===== src/rtl/bram_window_ctrl_pkg.sv =====
// Shared definitions for the BRAM window controller: FSM encoding, default
// geometry and the address-width helper used by the datapath and bench.
package bram_window_ctrl_pkg;

  localparam int WR_DEPTH_DEF = 2048;
  localparam int RD_DEPTH_DEF = 512;
  localparam int PIX_W_DEF    = 8;
  localparam int DB_W         = 32;

  typedef enum logic [2:0] {
    ST_IDLE  = 3'd0,
    ST_WRITE = 3'd1,
    ST_READ  = 3'd2,
    ST_WAIT  = 3'd3,
    ST_STEER = 3'd4,
    ST_DONE  = 3'd5
  } state_e;

  function automatic int addr_w(input int depth);
    return (depth > 1) ? $clog2(depth) : 1;
  endfunction

endpackage


===== src/rtl/bram_addr_counter.sv =====
// Loadable up-counter with enable and terminal-count flag; saturates at MAX
// so a BRAM address never wraps.
module bram_addr_counter #(
  parameter int WIDTH = 11,
  parameter int MAX   = 2047
) (
  input  logic             clk_i,
  input  logic             rst_ni,
  input  logic             ld_i,
  input  logic [WIDTH-1:0] ld_val_i,
  input  logic             en_i,
  output logic [WIDTH-1:0] cnt_o,
  output logic             tc_o
);

  localparam logic [WIDTH-1:0] MAX_V = WIDTH'(MAX);

  logic [WIDTH-1:0] cnt_q, cnt_d;

  assign tc_o  = (cnt_q == MAX_V);
  assign cnt_o = cnt_q;

  always_comb begin
    cnt_d = cnt_q;
    if (ld_i)             cnt_d = ld_val_i;
    else if (en_i && !tc_o) cnt_d = cnt_q + WIDTH'(1);
  end

  always_ff @(posedge clk_i or negedge rst_ni) begin
    if (!rst_ni) cnt_q <= '0;
    else         cnt_q <= cnt_d;
  end

endmodule


===== src/rtl/bram_window_ctrl.sv =====
// Streams pixels into a byte-wide BRAM port, then reads it back as 32-bit
// words and steers each word out one byte lane at a time.
module bram_window_ctrl
  import bram_window_ctrl_pkg::*;
#(
  parameter int WR_DEPTH = WR_DEPTH_DEF,
  parameter int RD_DEPTH = RD_DEPTH_DEF,
  parameter int PIX_W    = PIX_W_DEF,
  localparam int AW_A    = addr_w(WR_DEPTH),
  localparam int AW_B    = addr_w(RD_DEPTH)
) (
  input  logic             clk_i,
  input  logic             rst_ni,
  input  logic             lock_i,
  input  logic             start_i,
  input  logic             pix_valid_i,
  input  logic [PIX_W-1:0] pix_in_i,
  output logic             pix_ready_o,
  output logic             en_a_o,
  output logic             w_a_o,
  output logic [AW_A-1:0]  addra_o,
  output logic [PIX_W-1:0] dina_o,
  output logic             en_b_o,
  output logic [AW_B-1:0]  addrb_o,
  input  logic [DB_W-1:0]  db_i,
  output logic             en_steer_o,
  output logic [2:0]       select_o,
  output logic [DB_W-1:0]  register1_o,
  output logic             busy_o,
  output logic             complete_o
);

  state_e           state_q;
  logic             pix_ready_q, en_a_q, w_a_q, en_b_q, en_steer_q;
  logic             busy_q, complete_q;
  logic [AW_A-1:0]  addra_q;
  logic [PIX_W-1:0] dina_q;
  logic [2:0]       select_q;
  logic [DB_W-1:0]  register1_q;

  logic [AW_A-1:0]  wr_cnt;
  logic [AW_B-1:0]  rd_cnt;
  logic             wr_tc, rd_tc;
  logic             start_ok, accept, steer_last, lock_lost;

  assign start_ok   = (state_q == ST_IDLE) && start_i && lock_i;
  assign accept     = (state_q == ST_WRITE) && pix_ready_q && pix_valid_i && lock_i;
  assign steer_last = (state_q == ST_STEER) && (select_q == 3'd3);
  assign lock_lost  = (state_q != ST_IDLE) && !lock_i;

  bram_addr_counter #(.WIDTH(AW_A), .MAX(WR_DEPTH - 1)) u_wr_cnt (
    .clk_i    (clk_i),
    .rst_ni   (rst_ni),
    .ld_i     (start_ok),
    .ld_val_i ('0),
    .en_i     (accept),
    .cnt_o    (wr_cnt),
    .tc_o     (wr_tc)
  );

  bram_addr_counter #(.WIDTH(AW_B), .MAX(RD_DEPTH - 1)) u_rd_cnt (
    .clk_i    (clk_i),
    .rst_ni   (rst_ni),
    .ld_i     (start_ok),
    .ld_val_i ('0),
    .en_i     (steer_last && lock_i),
    .cnt_o    (rd_cnt),
    .tc_o     (rd_tc)
  );

  always_ff @(posedge clk_i or negedge rst_ni) begin
    if (!rst_ni) begin
      state_q     <= ST_IDLE;
      pix_ready_q <= 1'b0;
      en_a_q      <= 1'b0;
      w_a_q       <= 1'b0;
      addra_q     <= '0;
      dina_q      <= '0;
      en_b_q      <= 1'b0;
      en_steer_q  <= 1'b0;
      select_q    <= '0;
      register1_q <= '0;
      busy_q      <= 1'b0;
      complete_q  <= 1'b0;
    end else begin
      en_a_q     <= 1'b0;
      w_a_q      <= 1'b0;
      en_b_q     <= 1'b0;
      complete_q <= 1'b0;
      // The write strobe trails its accept by one cycle, so the last write
      // lands in the first READ cycle.
      if (accept) begin
        en_a_q  <= 1'b1;
        w_a_q   <= 1'b1;
        addra_q <= wr_cnt;
        dina_q  <= pix_in_i;
      end
      if (lock_lost) begin
        state_q     <= ST_IDLE;
        pix_ready_q <= 1'b0;
        en_steer_q  <= 1'b0;
        select_q    <= '0;
        busy_q      <= 1'b0;
      end else begin
        case (state_q)
          ST_IDLE: if (start_ok) begin
            state_q     <= ST_WRITE;
            pix_ready_q <= 1'b1;
            busy_q      <= 1'b1;
          end
          ST_WRITE: if (accept && wr_tc) begin
            state_q     <= ST_READ;
            pix_ready_q <= 1'b0;
            en_b_q      <= 1'b1;
          end
          ST_READ: state_q <= ST_WAIT;
          ST_WAIT: begin
            register1_q <= db_i;
            state_q     <= ST_STEER;
            en_steer_q  <= 1'b1;
            select_q    <= '0;
          end
          ST_STEER: begin
            if (select_q == 3'd3) begin
              en_steer_q <= 1'b0;
              select_q   <= '0;
              if (rd_tc) begin
                state_q    <= ST_DONE;
                complete_q <= 1'b1;
              end else begin
                state_q <= ST_READ;
                en_b_q  <= 1'b1;
              end
            end else begin
              select_q <= select_q + 3'd1;
            end
          end
          ST_DONE: begin
            state_q <= ST_IDLE;
            busy_q  <= 1'b0;
          end
          default: begin
            state_q     <= ST_IDLE;
            pix_ready_q <= 1'b0;
            en_steer_q  <= 1'b0;
            busy_q      <= 1'b0;
          end
        endcase
      end
    end
  end

  assign pix_ready_o = pix_ready_q;
  assign en_a_o      = en_a_q;
  assign w_a_o       = w_a_q;
  assign addra_o     = addra_q;
  assign dina_o      = dina_q;
  assign en_b_o      = en_b_q;
  assign addrb_o     = rd_cnt;
  assign en_steer_o  = en_steer_q;
  assign select_o    = select_q;
  assign register1_o = register1_q;
  assign busy_o      = busy_q;
  assign complete_o  = complete_q;

endmodule


===== config.mk =====
export PLATFORM = sky130hd
export DESIGN_NAME = bram_window_ctrl
export DESIGN_NICKNAME = d
export VERILOG_FILES = /design/src/rtl/bram_window_ctrl_pkg.sv /design/src/rtl/bram_addr_counter.sv /design/src/rtl/bram_window_ctrl.sv
export SDC_FILE = /design/constraint.sdc
export NUM_CORES = 1
export LEC_CHECK = 0
export ABC_AREA = 1
export CELL_PAD_IN_SITES_DETAIL_PLACEMENT = 2
export CELL_PAD_IN_SITES_GLOBAL_PLACEMENT = 2
export CORE_UTILIZATION = 27
export CTS_CLUSTER_DIAMETER = 80
export DETAILED_ROUTE_END_ITERATION = 6
export PLACE_DENSITY = 0.82
export SLEW_MARGIN = 20
export SYNTH_ARGS = -nofsm -noshare
export SYNTH_HDL_FRONTEND = slang
export SYNTH_HIERARCHICAL = 1
export SYNTH_SLANG_ARGS = --single-unit

===== constraint.sdc =====
create_clock -name clk_i -period 2 [get_ports clk_i]
set_input_delay 0.2 -clock clk_i [delete_from_list [all_inputs] [get_ports clk_i]]
set_output_delay 0.2 -clock clk_i [all_outputs]
set_load 0.03 [all_outputs]

Word level (Yosys, flattened, before mapping)

Cells that the tools add are included.

Bits in registers: 83
Output and inout bits: 70
Word-level logic and storage cells: 90

Add/subtract/negate cells: 3
Equality and inequality tests: 14
Multiplexer cells: 32
Bitwise logic cells: 1
Reduce and logical (&&, ||, !) cells: 27

Operator list:

| cell                    | count |
|---|---|
| $mux W11                | 2 |
| $mux W3                 | 7 |
| $mux W9                 | 2 |
| $mux W1                 | 15 |
| $pmux W3 S5             | 1 |
| $reduce_or A4 Y1        | 3 |
| $add A11 B1 Y11 const B | 1 |
| $eq A11 B11 Y1 const B  | 1 |
| $logic_and A1 B1 Y1     | 11 |
| $add A9 B1 Y9 const B   | 1 |
| $eq A3 B2 Y1 const B    | 3 |
| $eq A9 B9 Y1 const B    | 1 |
| $eq A3 B3 Y1 const B    | 2 |
| $ne A2 B1 Y1 const B    | 3 |
| $ne A3 B2 Y1 const B    | 2 |
| $pmux W1 S3             | 2 |
| $pmux W3 S2             | 1 |
| $reduce_and A2 Y1       | 3 |
| $reduce_and A3 Y1       | 2 |
| $reduce_bool A3 Y1      | 2 |
| $pmux W1 S2             | 2 |
| $reduce_bool A2 Y1      | 2 |
| $add A3 B1 Y3 const B   | 1 |
| $eq A3 B1 Y1 const B    | 1 |
| other kinds (4)         | 6 |

Logic depth before layout (Yosys ltp)

Depth after elaboration: 8
Gate-level depth with buffers: 12

Hierarchy

Netlist, hierarchy kept.

Modules (own cells, without submodules):

| module                        | times used | cells an instance | area an instance (um^2) |
|---|---|---|---|
| bram_window_ctrl              | 1          | 314               | 2,723.9 |
| bram_addr_counter at u_wr_cnt | 1          | 124               | 788.3 |
| bram_addr_counter at u_rd_cnt | 1          | 87                | 614.3 |

Worst setup path before layout

Ideal clock, no wire load.

Path type: reg2reg
From: register u_rd_cnt.cnt_q[0], in the netlist u_rd_cnt/cnt_o[0]
To: register u_rd_cnt.cnt_q[7], in the netlist u_rd_cnt/cnt_o[7]
Setup time: 65 ps
Arrival: 1,912 ps
Data required time: 1,935 ps
Path slack: 23 ps
Cell stages (with the launch flop): 13
Path buffers: 0
Clock period less this slack: 1,977 ps
Cell sequence: dfrtp_1 -> ha_1 -> nand2_2 -> nor2_4 -> nand3_1 -> nor2_1 -> ha_1 -> inv_1 -> nand2_1 -> nand2_4 -> o21ai_0 -> inv_2 -> nand2_1

Cells in the longest elaborated chain, start to end: 4
Elaborated cells between the ends (all ways): 7
Those cells by class: add/sub (1); eq/ne (1); mux (2); reduce/logical (3)

RTL lines:

| item                         | line                    | text |
|---|---|---|
| start: declaration           | bram_addr_counter.sv:18 | `logic [WIDTH-1:0] cnt_q, cnt_d;` |
| start signal: assignment     | bram_addr_counter.sv:31 | `else cnt_q <= cnt_d;` |
| $eq A9 B9 Y1                 | bram_addr_counter.sv:20 | `assign tc_o = (cnt_q == MAX_V);` |
| net rd_tc                    | bram_window_ctrl.sv:43  | `logic wr_tc, rd_tc;` |
| $logic_not A1 Y1             | bram_addr_counter.sv:26 | `else if (en_i && !tc_o) cnt_d = cnt_q + WIDTH'(1);` |
| $logic_and A1 B1 Y1          | bram_addr_counter.sv:26 |  |
| $reduce_bool A2 Y1 (no line) | --                      |  |

The timed path passes the listed nets, and every way through them passes these cells. The select of a mux whose other input is x is not followed.
A chain may end at the register's enable or synchronous reset.

Worst setup path in the final report

From: register u_wr_cnt.cnt_q[1], in the netlist u_wr_cnt/cnt_o[1]
To: register pix_ready_q, in the netlist pix_ready_o

Cells in the longest elaborated chain, start to end: 4

RTL lines:

| item                        | line                    | text |
|---|---|---|
| start: declaration          | bram_addr_counter.sv:18 |  |
| start signal: assignment    | bram_addr_counter.sv:31 |  |
| $eq A11 B11 Y1              | bram_addr_counter.sv:20 |  |
| net wr_tc                   | bram_window_ctrl.sv:43  |  |
| $logic_and A1 B1 Y1         | bram_window_ctrl.sv:111 | `ST_WRITE: if (accept && wr_tc) begin` |
| $ne A3 B2 Y1 (no line)      | --                      |  |
| $reduce_and A3 Y1 (no line) | --                      |  |
| end signal: assignment      | bram_window_ctrl.sv:100 | `pix_ready_q <= 1'b0;` |
| end signal: assignment      | bram_window_ctrl.sv:108 | `pix_ready_q <= 1'b1;` |
| end signal: assignment      | bram_window_ctrl.sv:113 | `pix_ready_q <= 1'b0;` |
| end: declaration            | bram_window_ctrl.sv:34  | `logic pix_ready_q, en_a_q, w_a_q, en_b_q, en_steer_q;` |

The timed path passes the listed nets, and every way through them passes these cells.

==> reports/qor.log <==
[run_status] outcome finished, violations left
[run_status] violated checks design-rule violations
[synthesis] post-synthesis sequential area ratio 50.3%
[power] Max IR drop VDD 0.550 mV
[global_routing] grt met3 use 3.02%
[job] max-cap violation count 0
[routing] drc violations 15
[clock_tree] buffer levels on the longest clock path 2
[power] static power due to leakage 0.00302 uW
[sta] Fin Clk Skew 0.00804 ns
[critical_path] critical path launch point type flop
[critical_path] class of the most critical setup path reg -> reg
[clock_tree] Worst-Skew Late Latency 0.34 ns
[clock_tree] clock transition time at the flip-flop clock pins of the worst setup and hold paths 0.07 ns
[final_layout] synthesis-to-finish area growth 45.7%
[die] number of primary I/O pins 115
[global_routing] global routing met1 resource utilization 22.2%
[critical_path] end of the worst register-to-register path pix_ready_o
[routing] routed len/inst 16.4 um
[clock_tree] cell at the root of the clock tree sky130_fd_sc_hd__clkbuf_16
[die] die width 126 um
[global_routing] largest net degree at the start of global routing 48
[sta] total of endpoints with negative setup slack in the final report 0
[synthesis] synthesized netlist cell count 525
[clock_tree] number of buffers created by CTS 9
[clock_tree] TritonCTS Sinks 83
[sta] final worst path period need 1.90 ns
[sta] actual transition at the worst max-transition pin 0.543 ns
[synthesis] Avg Inst Size Synth 7.86 um2
[critical_path] worst-case reg-to-reg path depth 11
[critical_path] most used cell, CP sky130_fd_sc_hd__nand2_1
[routing] post-detailed-route count of antenna-violating nets 0
[die] y dimension of the die 126 um
[final_layout] layout cells sized above 1 11.6%
[routing] number of optimization iterations in the first detailed-route pass 7
[sta] Hold Fails Final Rpt 0
[sta] top achievable clock speed 0.527 GHz
[die] initial standard-cell utilization of the core 28.1%
[clock_tree] CTS HTree Levels 3
[global_routing] wire length of the first global-routing pass 22800 um
[placement] post-placement cell count 841
[global_routing] via count of the first global-routing pass 4379
[synthesis] Most used DFF post-synth sky130_fd_sc_hd__dfrtp_1
[synthesis] Async S/R FF share, synth 100%
[synthesis] number of synthesized flops with an enable pin 0
[critical_path] longest individual stage delay on the worst path 0.43 ns
[critical_path] CP Cell Sequence ha_1 > nand3_2 > nor2_2 > nand2_1 > nor2_1 > inv_1 > o211ai_1 > buf_4 > nand2_1 > nand2_1 > nand2_1
[critical_path] required time at the worst-slack endpoint 2.24 ns
[routing] vias after detailed routing 3968
[final_layout] fill cell instance count of the final layout 1683
[routing] number of DRC markers in iteration 0 184
[routing] routed vias/inst 4.56
[final_layout] number of inserted diodes 0
[synthesis] cell area after synthesis 4130 um2
[critical_path] Crit Path Max Fanout 5
[critical_path] Register-to-Register Setup Slack 0.10 ns
[placement] sum of net half-perimeters after detailed placement 10200 um
[die] die area 15800 um2
[global_routing] GR met2 Demand/Resource 33.2%
[placement] buffers added on ports 114
[routing] total detailed-routing wirelength 14300 um
[global_routing] global-route usage over all layers 18.5%
[die] Core ar. 14700 um2
[synthesis] number of storage elements in the synthesis netlist 83
[clock_tree] clock tree from TritonCTS built
[critical_path] Worst path slowest cell sky130_fd_sc_hd__dfrtp_1
[global_routing] global route total overflow 0
[critical_path] launch point of the worst path u_wr_cnt/cnt_o[1]
[final_layout] # nets final 732
[sta] period utilisation layout 94.9%
[placement] RD Place Congestion 0.799
[critical_path] R2R Path Start u_wr_cnt/cnt_o[1]
[sta] Hold WS 0.385 ns
[critical_path] crit end category flop
[global_routing] busiest metal layer after global routing met2
[sta] worst slew margin relative to its limit 63.8%
[synthesis] number of library cell types mapped by synthesis 35
[synthesis] number of synthesis warnings 6
[sta] number of slew-limit violations in the final report 0
[critical_path] Crit path arrival time 2.14 ns
[hold_path] class of the worst hold path in -> async
[power] total power density per cell area 1540 nW/um2
[final_layout] number of standard cells in the layout, taps in and fillers out 871
[global_routing] number of antenna violations at the first check in global routing 0
[die] site row count 44
## metal layers
metal / wire length [um] / up-vias
met5: 0 / -
met3: 636 / 15
met1: 6050 / 1943
met4: 248 / 0
met2: 7320 / 91
li1: - / 1919
## final cells by class
cell class,instances,area [um2],area share [%]
Sequential cell,83,2080,34.5
Multi-Input combinational cell,373,1720,28.6
Timing Repair Buffer,142,1390,23.1
Inverter,72,287,4.77
Tap cell,184,230,3.83
Clock buffer,9,225,3.75
Clock inverter,7,77.6,1.29
Timing Repair inverter,1,5.00,0.0832
## cells in the final DEF (no fill, tap or decap), types with 2 or more instances in the layout
cell type                         synthesis  final
sky130_fd_sc_hd__inv_6                    1      2
sky130_fd_sc_hd__nor2_2                   4      7
sky130_fd_sc_hd__nand2_2                  5      5
sky130_fd_sc_hd__conb_1                   1     20
sky130_fd_sc_hd__a31oi_1                  2      2
sky130_fd_sc_hd__nand2_4                  3      3
sky130_fd_sc_hd__clkinvlp_4               0      2
sky130_fd_sc_hd__ha_2                     0      2
sky130_fd_sc_hd__o211ai_1                 3      3
sky130_fd_sc_hd__buf_4                    3     25
sky130_fd_sc_hd__clkbuf_16                0      9
sky130_fd_sc_hd__nand3_2                  1      2
sky130_fd_sc_hd__a21oi_1                  3      3
sky130_fd_sc_hd__ha_1                     5      3
sky130_fd_sc_hd__buf_12                   0      3
sky130_fd_sc_hd__o21ai_0                 17     15
sky130_fd_sc_hd__nor2_4                   2      3
sky130_fd_sc_hd__nor2_1                  26     22
sky130_fd_sc_hd__o21ai_2                  4      4
sky130_fd_sc_hd__inv_2                    4      3
sky130_fd_sc_hd__nand4_1                  4      4
sky130_fd_sc_hd__inv_1                   65     65
sky130_fd_sc_hd__o21ai_1                 26     28
sky130_fd_sc_hd__clkinv_4                 1      4
sky130_fd_sc_hd__clkdlybuf4s50_1          0    113
sky130_fd_sc_hd__nand2_1                207    207
sky130_fd_sc_hd__nand3_1                 31     30
sky130_fd_sc_hd__a21boi_0                 2      2
sky130_fd_sc_hd__dfrtp_1                 83     83
sky130_fd_sc_hd__o21bai_1                 3      3
## cell usage after synthesis (2+ instances only)
master | number | area (um2)
sky130_fd_sc_hd__nand2_1 | 207 | 777
sky130_fd_sc_hd__dfrtp_1 | 83 | 2080
sky130_fd_sc_hd__inv_1 | 65 | 244
sky130_fd_sc_hd__nand3_1 | 31 | 155
sky130_fd_sc_hd__nor2_1 | 26 | 97.6
sky130_fd_sc_hd__o21ai_1 | 26 | 130
sky130_fd_sc_hd__o21ai_0 | 17 | 85.1
sky130_fd_sc_hd__buf_6 | 8 | 90.1
sky130_fd_sc_hd__ha_1 | 5 | 62.6
sky130_fd_sc_hd__nand2_2 | 5 | 31.3
sky130_fd_sc_hd__inv_2 | 4 | 15.0
sky130_fd_sc_hd__nand4_1 | 4 | 25.0
sky130_fd_sc_hd__nor2_2 | 4 | 25.0
sky130_fd_sc_hd__o21ai_2 | 4 | 35.0
sky130_fd_sc_hd__a21oi_1 | 3 | 15.0
sky130_fd_sc_hd__buf_4 | 3 | 22.5
sky130_fd_sc_hd__clkbuf_1 | 3 | 11.3
sky130_fd_sc_hd__nand2_4 | 3 | 33.8
sky130_fd_sc_hd__o211ai_1 | 3 | 22.5
sky130_fd_sc_hd__o21bai_1 | 3 | 22.5
sky130_fd_sc_hd__a21boi_0 | 2 | 15.0
sky130_fd_sc_hd__a31oi_1 | 2 | 12.5
sky130_fd_sc_hd__nor2_4 | 2 | 22.5
## power breakdown
group          switching, uW  internal [uW]  leakage (uW)
Clock                    743            977      0.000146
Combinational           2760           1870       0.00181
Sequential               533           2350       0.00106
Total                   4030           5200       0.00302
## cells by family (layout without fill, tap and decap cells)
group                      Yosys count  after routing  synth area share, %
xor gates and xnor gates             2              2                0.425
AOI/OAI and AO/OA                   60             60                 8.19
buffers and inverters               88            231                 10.3
adders and majority gates            5              5                 1.52
and+or+nand+nor                    286            286                 29.2
DFF                                 83             83                 50.3
other                                1             20               0.0909
## state kept, by name, indices dropped and copies added, names as in the netlist
name            flops
en_b_o              1
dina_o              8
pix_ready_o         1
register1_o        32
complete_o          1
busy_o              1
addra_o            11
state_q             3
select_o            3
u_rd_cnt/cnt_o      9
w_a_o               1
en_steer_o          1
u_wr_cnt/cnt_o     11
## metrics by stage
step / total power, uW / util [%] / setup TNS [ns] / worst slack (ns) / cell area, um2
after detailed placement: 7360 / 37.9 / -0.230 / -0.103 / 5580
after CTS: 9180 / 40.1 / 0 / 0.0200 / 5900
after global routing: 9830 / 40.9 / -0.174 / -0.0619 / 6010
after floorplan: 5370 / - / 0 / 0.0227 / 4200
after global placement: 7130 / 37.9 / -0.0217 / -0.0144 / 5580
final: 9240 / 40.9 / 0 / 0.103 / 6010
## repair_timing
action	4_1_cts	5_1_grt
pin swaps	1	4
gates resized for setup	0	11
buffers inserted	1	11
hold endpoints to repair	39	0
setup endpoints to repair	4	22
hold buffers	1	0
cloned	0	1
## worst max-delay path, delay by kind of cell, from the launching register on
family                     cells  cell delay (ns)
and+or+nand+nor                7             0.69
DFF                            1             0.43
buffers and inverters          2             0.25
adders and majority gates      1             0.24
AOI/OAI and AO/OA              1             0.19
## how the worst max path moves through the flow
stage                     slack [ns]           endpoint  cells after the start
after global placement         -0.01        pix_ready_o                     10
after CTS                       0.02  u_rd_cnt/cnt_o[6]                     11
after global routing           -0.06        pix_ready_o                     11
after floorplan                 0.02  u_rd_cnt/cnt_o[7]                     12
final                           0.10        pix_ready_o                     11
after detailed placement       -0.10        pix_ready_o                     10
No activity file was read; power rests on OpenSTA's default activity.
